`config.mk`:
```
export PLATFORM = sky130hd
export DESIGN_NAME = fsm_cmd_filter
export DESIGN_NICKNAME = d
export VERILOG_FILES = /design/src/rtl/fsm_cmd_filter_pkg.sv /design/src/rtl/fsm_cmd_filter_cmd_stability_counter.sv /design/src/rtl/fsm_cmd_filter.sv
export SDC_FILE = /design/constraint.sdc
export NUM_CORES = 1
export LEC_CHECK = 0
export CAP_MARGIN = 10
export CORE_UTILIZATION = 53
export DETAILED_ROUTE_END_ITERATION = 12
export PLACE_DENSITY = 0.77
export SYNTH_ARGS = -nofsm -noshare
export SYNTH_HDL_FRONTEND = slang
export SYNTH_SLANG_ARGS = --single-unit
```
`constraint.sdc`:
```
create_clock -name clk -period 2.1 [get_ports clk]
set_input_delay 0.315 -clock clk [delete_from_list [all_inputs] [get_ports clk]]
set_output_delay 0.315 -clock clk [all_outputs]
set_load 0.005 [all_outputs]
```
`src/rtl/fsm_cmd_filter_pkg.sv`:
```
// fsm_cmd_filter_pkg: shared widths and state encoding for the command filter and its downstream consumer.
package fsm_cmd_filter_pkg;
   localparam int CODE_W = 3;
   localparam int ERR_W = 8;
   localparam int CNT_W = 4;
   typedef enum logic [1:0] {IDLE, HOLD, CHECK, ISSUE} state_e;
endpackage

```
`src/rtl/fsm_cmd_filter_cmd_stability_counter.sv`:
```
// cmd_stability_counter: holds the candidate code and counts how many consecutive cycles it has been requested.
module cmd_stability_counter
   import fsm_cmd_filter_pkg::*;
#(
   parameter int STABLE_CYCLES = 4
) (
   input  logic              clk,
   input  logic              rst,
   input  logic              load,
   input  logic              inc,
   input  logic [CODE_W-1:0] code,
   output logic [CODE_W-1:0] cand,
   output logic              match,
   output logic              done
);
   logic [CODE_W-1:0] cand_q, cand_d;
   logic [CNT_W-1:0] cnt_q, cnt_d;
   always_comb begin
      cand_d = load ? code : cand_q;
      cnt_d = load ? CNT_W'(1) : inc ? cnt_q + CNT_W'(1) : cnt_q;
      match = code == cand_q;
      // done looks ahead: this matching cycle is the one that reaches the target
      done = match && (cnt_q + CNT_W'(1) == CNT_W'(STABLE_CYCLES));
   end
   always_ff @(posedge clk) begin
      if (rst) begin
         cand_q <= '0;
         cnt_q <= '0;
      end else begin
         cand_q <= cand_d;
         cnt_q <= cnt_d;
      end
   end
   assign cand = cand_q;
endmodule

```
`src/rtl/fsm_cmd_filter.sv`:
```
// fsm_cmd_filter: debounces raw request codes, checks them against the downstream sequence rules,
// and either hands a sanitized command downstream or counts a rejection.
module fsm_cmd_filter
   import fsm_cmd_filter_pkg::*;
#(
   parameter int STABLE_CYCLES = 4,
   parameter int NUM_LEGAL = 5
) (
   input  logic              clk,
   input  logic              rst,
   input  logic              req_valid,
   input  logic [CODE_W-1:0] req_code,
   output logic              req_ready,
   output logic              cmd_valid,
   output logic [CODE_W-1:0] cmd_code,
   input  logic              cmd_ready,
   output logic [CODE_W-1:0] cur_code,
   output logic              err_pulse,
   output logic [ERR_W-1:0]  err_cnt
);
   state_e state_q, state_d;
   logic load, inc, match, done, legal;
   logic [CODE_W-1:0] cand;
   logic cmd_valid_q, cmd_valid_d, err_pulse_q, err_pulse_d;
   logic [CODE_W-1:0] cmd_code_q, cmd_code_d, cur_code_q, cur_code_d;
   logic [ERR_W-1:0] err_cnt_q, err_cnt_d;

   cmd_stability_counter #(.STABLE_CYCLES(STABLE_CYCLES)) u_stab (
      .clk(clk), .rst(rst), .load(load), .inc(inc), .code(req_code),
      .cand(cand), .match(match), .done(done)
   );

   always_ff @(posedge clk) begin
      if (rst) state_q <= IDLE;
      else state_q <= state_d;
   end

   always_comb begin
      state_d = state_q;
      case (state_q)
         IDLE:  state_d = !req_valid ? IDLE : (STABLE_CYCLES == 1) ? CHECK : HOLD;
         HOLD:  state_d = !req_valid ? IDLE : done ? CHECK : HOLD;
         CHECK: state_d = legal ? ISSUE : IDLE;
         ISSUE: state_d = cmd_ready ? IDLE : ISSUE;
         default: state_d = IDLE;
      endcase
   end

   always_comb begin
      req_ready = (state_q == IDLE) && !rst;
      load = req_valid && ((state_q == IDLE) || ((state_q == HOLD) && !match));
      inc = req_valid && (state_q == HOLD) && match;
      // a wrap back to 0 is always allowed, so cur_code+1 never needs to wrap itself
      legal = ({1'b0, cand} < (CODE_W+1)'(NUM_LEGAL)) &&
              (cand == '0 || cand == cur_code_q || {1'b0, cand} == {1'b0, cur_code_q} + (CODE_W+1)'(1));
      cmd_valid_d = ((state_q == CHECK) && legal) || (cmd_valid_q && !((state_q == ISSUE) && cmd_ready));
      cmd_code_d = ((state_q == CHECK) && legal) ? cand : cmd_code_q;
      cur_code_d = ((state_q == ISSUE) && cmd_ready) ? cmd_code_q : cur_code_q;
      err_pulse_d = (state_q == CHECK) && !legal;
      err_cnt_d = (err_pulse_d && err_cnt_q != '1) ? err_cnt_q + ERR_W'(1) : err_cnt_q;
   end

   always_ff @(posedge clk) begin
      if (rst) begin
         cmd_valid_q <= 1'b0;
         cmd_code_q <= '0;
         cur_code_q <= '0;
         err_pulse_q <= 1'b0;
         err_cnt_q <= '0;
      end else begin
         cmd_valid_q <= cmd_valid_d;
         cmd_code_q <= cmd_code_d;
         cur_code_q <= cur_code_d;
         err_pulse_q <= err_pulse_d;
         err_cnt_q <= err_cnt_d;
      end
   end

   assign cmd_valid = cmd_valid_q;
   assign cmd_code = cmd_code_q;
   assign cur_code = cur_code_q;
   assign err_pulse = err_pulse_q;
   assign err_cnt = err_cnt_q;
endmodule

```
-- Yosys cells after proc, flatten, opt, wreduce, memory -nomap -nowiden
Cells that the tools add are included.
- flip-flop bits (word level): 25
- logic and storage cells: 53
- add/subtract/negate cells: 3
- order comparisons: 1
- equality and inequality tests: 8
- multiplexer cells: 8
- reduce and logical (&&, ||, !) cells: 24
- operators by type and width (operator ; count):
    $logic_and 1x1->1 ; 12
    $add 8x1->8 const B ; 1
    $mux 2 ; 4
    $ne 8x8->1 const B ; 1
    $pmux 2 s4 ; 1
    $eq 3x3->1 ; 2
    $add 3x1->4 const B ; 1
    $add 4x1->4 const B ; 1
    $eq 2x2->1 const B ; 2
    $eq 3x4->1 ; 1
    $eq 4x3->1 const B ; 1
    $logic_not 1->1 ; 4
    $logic_or 1x1->1 ; 4
    $logic_not 3->1 ; 1
    $lt 3x3->1 const B ; 1
    $mux 1 ; 3
    $eq 2x1->1 const B ; 1
    $logic_not 2->1 ; 1
    $reduce_bool 2->1 ; 1
    $reduce_or 2->1 ; 1

-- Longest topological paths before layout
Gate-level depths: netlist of run 1.
- depth after elaboration: 7
- depth in mapped cells: 7

-- Hierarchy
Synthesis of run 1 repeated with hierarchy kept, for this count alone.
- cell total of the unflattened synthesis: 158
- area, all modules: 1365.1 sq um
- modules (own cells, without submodules) (module ; instances ; cells an instance ; area an instance (sq um) ; seq. area each (sq um)):
    fsm_cmd_filter ; 1 ; 121 ; 1009.7 ; 360.3
    cmd_stability_counter ; 1 ; 37 ; 355.3 ; 140.1

-- Worst setup path after synthesis of run 1
No wires, ideal clock.
- path kind: flip-flop to flip-flop
- start: reg err_cnt_q[0] (netlist: err_cnt[0])
- end: reg err_cnt_q[5] (netlist: err_cnt[5])
- library setup time: 0.123 ns
- arrival: 1.874 ns
- required time: 1.977 ns
- setup slack: 0.103 ns
- stages on the path, launching flop included: 8
- buffers on the path: 1
- period minus slack after synthesis: 1.997 ns
- path through: dfxtp_1 ha_1 and3_1 buf_2 a31oi_2 nand4_1 o32ai_1 mux2_1
- longest elaborated chain between the ends: 2
- RTL lines (element ; RTL line ; text):
    start: declaration ; fsm_cmd_filter.sv:26 ; logic [ERR_W-1:0] err_cnt_q, err_cnt_d;
    start signal: assignment ; fsm_cmd_filter.sv:75 ; err_cnt_q <= err_cnt_d;
    branches (longest 2 deep; another with $add 8x1->8) ; n/a ;
Several ways; the timed one is not identified.
A chain may end at the register's enable or synchronous reset.

-- Worst setup path in the final report of run 1
Same ends and word-level chain as after synthesis.

==> results of run 1 <==
where the power goes:
part           internal [uW]  total (uW)  leakage (uW)  switching [uW]
sequential               481         493      0.000204            12.4
combinational           45.3         101      0.000459            55.3
clock                   71.6         224     0.0000177             153
sequential cells by signal, indices dropped and copies added, names as in the netlist:
name and cells:
u_stab.cand 3, u_stab.cnt_q 4, err_cnt 8, err_pulse 1
state_q 2, cmd_valid 1, cur_code 3, cmd_code 3
placed cells by master (no fill, tap or decap), types with 5 or more instances in the layout:
cell type         n
nand2_1          24
a21oi_1           8
nor2b_1           8
nand3_1           6
nand4_1           5
mux2i_1           9
dfxtp_1          21
clkdlybuf4s50_1  23
inv_1             5
o21ai_0           5
mux2_1            5
nor2_1           13
buf_4             5
routing by layer:
| layer | routed length [um] | global-route usage, % | vias up | part of all wire [%] |
|---|---|---|---|---|
| met5 | 0 | 0 | - | 0 |
| met4 | 48 | 10.1 | 0 | 1.4 |
| met3 | 203 | 2.79 | 6 | 5.7 |
| met2 | 1650 | 38.7 | 61 | 47 |
| met1 | 1650 | 31.5 | 628 | 46 |
| li1 | - | - | 685 | - |
worst max-delay path: stages (launching register included):
cell and delay (ns):
dfxtp_1 0.37, ha_1 0.23, and3_1 0.24, a31oi_4 0.30, nand4_1 0.13, o32ai_1 0.29
mux2_1 0.35
per-stage QoR:
stage                     cells  setup TNS [ns]  area (um2)  hold WS [ns]
after global placement      227               0        1790         0.453
after floorplan             178               0        1540         0.451
after CTS                   231               0        1810         0.477
after detailed placement    227               0        1790         0.454
final                       231               0        1830         0.476
after global routing        231        -0.00806        1830         0.489
how the worst max path moves through the flow:
stage | start | end | slack [ns]
final | err_cnt[0]$_SDFFE_PP0P_ | err_cnt[5]$_SDFFE_PP0P_ | 0.11
after global routing | err_cnt[0]$_SDFFE_PP0P_ | err_cnt[7]$_SDFFE_PP0P_ | -0.008
after CTS | err_cnt[0]$_SDFFE_PP0P_ | err_cnt[5]$_SDFFE_PP0P_ | 0.03
after detailed placement | err_cnt[0]$_SDFFE_PP0P_ | err_cnt[5]$_SDFFE_PP0P_ | 0.05
after global placement | err_cnt[0]$_SDFFE_PP0P_ | err_cnt[5]$_SDFFE_PP0P_ | 0.11
after floorplan | err_cnt[0]$_SDFFE_PP0P_ | err_cnt[5]$_SDFFE_PP0P_ | 0.10
final cells by class:
class,instances,area [um2]
multi-input cells,138,970
fillers,229,930
flip-flops and latches,25,505
repair buffers,28,268
well taps,31,38.8
clock buffers,3,22.5
inverters,5,18.8
clock inverters,1,5.00
cells by family after synthesis:
group,Yosys count,share of synthesized area (%)
and+or+nand+nor,76,25.6
AOI/OAI and AO/OA,37,19.6
DFF,25,32.5
buffers and inverters,15,5.04
muxes,14,9.51
xor gates and xnor gates,7,4.47
adders and majority gates,4,3.25
==> flow_summary.ini, run 1 <==
[clock_network]
cts_buffer_depth = 2
h-tree-depth = 1
cts_buffers = 3
path_clk_slew_ns = 0.14
cts_tree = yes
clkLatencyLatePin_ns = 0.33
post-cts-setup-buffers = 0
post_cts_resized = 0
clockRootBuffer = clkbuf_4
cts_sinks = 25
postCtsHoldBufs = 0

[floorplan]
coreArea_um2 = 2760
dieArea_um2 = 3120
ios = 24
initial_core_util_pct = 55.8
die_y_um = 55.9
die_width_um = 55.9
rows = 19

[place]
hpwl_um = 2570
io_buffers = 23
gp_congestion = 0.868
pre_cts_ws_ns = 0.0499

[yosys]
syn_area_um2 = 1540
synth_top_area_share_pct = 32.5
synthCells = 178
synth_edf_count = 0
synth_seq_area_share_pct = 32.5
synth_top_area_cell = dfxtp_1
async_reset_ff_share_pct = 0
synthTopCellsByCount = dfxtp_1 (25), nand2_1 (24), nor2_1 (13), mux2i_1 (9)
yosysMostFrequentCell = dfxtp_1
ys_seq_elements = 25
synthFlopType = dfxtp_1
avgSynthCellArea_um2 = 8.65
yosysWarnings = 0
synth_nets = 189
synth_cell_types = 50
synth.area.top_cells = dfxtp_1 (33%), mux2i_1 (5.9%), nand2_1 (5.9%)

[outcome]
status = finished clean

[sta]
setup_viol = 0
post-route-min-period_ns = 1.99
postLayoutSetupSlackWorst_ns = 0.107
worst_pin_slew_ns = 0.378
hold_violations = 0
slew-limit-headroom_pct = 74.5
fin_crit_sh_pct = 94.9
drv_slew = 0
fin_skew_ns = 0.00402
fmaxAchievable_mhz = 502

[routing]
drt_iter0_drc = 85
ant_nets = 0
drc = 0
wl_per_cell_um = 15.4
vias = 1380
wirelength_um = 3550
drt_first_pass_iters = 4
via_per_inst = 5.97

[final_layout]
drive_gt1_share_pct = 12.0
n_antenna_cell = 0
fin_util_pct = 66.3
area_delta_synth_final_pct = 18.8
final_nets = 212

[pwr]
p_per_area_nw_per_um2 = 447
p_leak_uw = 0.000681
fin_total_pwr_uw = 818
ir_drop_mv = 0.338

[global_route]
grt_pass1_vias = 1287
grt_util_all_layers_pct = 23.6
grt_max_degree = 28
grt_overflow = 0
grt_pass1_wl_um = 5860
antenna_found_initial = 0

[worst_setup_path]
r2r-start = err_cnt[0]$_SDFFE_PP0P_
r2r_setup_slack_ns = 0.11
r2r.worst_path.cells = 6
arrival_ns = 2.23
cp-end-kind = register
r2r-end = err_cnt[5]$_SDFFE_PP0P_
cp_max_fo = 9
crit_path_start_kind = register
path_class = register to register
critPathRequiredTime_ns = 2.34

[worst_hold_path]
min_from = cmd_valid$_SDFF_PP0_
hold_class = register to register
whs_path_depth = 2
holdPathEnd = cmd_valid$_SDFF_PP0_

[job]
cap_violations = 0
No activity file was read; power rests on OpenSTA's default activity.
==> inputs of run 2 (changes only) <==
--- a/config.mk
+++ b/config.mk
@@ -8,6 +8,7 @@
 export CAP_MARGIN = 10
 export CORE_UTILIZATION = 53
 export DETAILED_ROUTE_END_ITERATION = 12
+export HOLD_SLACK_MARGIN = 0.02
 export PLACE_DENSITY = 0.77
 export SYNTH_ARGS = -nofsm -noshare
 export SYNTH_HDL_FRONTEND = slang
==> results of run 2 <==
No change in the layout: final DEF, timing and power equal those of run 1.
==> inputs of run 3 (changes only) <==
--- a/config.mk
+++ b/config.mk
@@ -7,6 +7,7 @@
 export LEC_CHECK = 0
 export CAP_MARGIN = 10
 export CORE_UTILIZATION = 53
+export CTS_CLUSTER_DIAMETER = 80
 export DETAILED_ROUTE_END_ITERATION = 12
 export HOLD_SLACK_MARGIN = 0.02
 export PLACE_DENSITY = 0.77
==> results of run 3 <==
No change in the layout: final DEF, timing and power equal those of run 1.
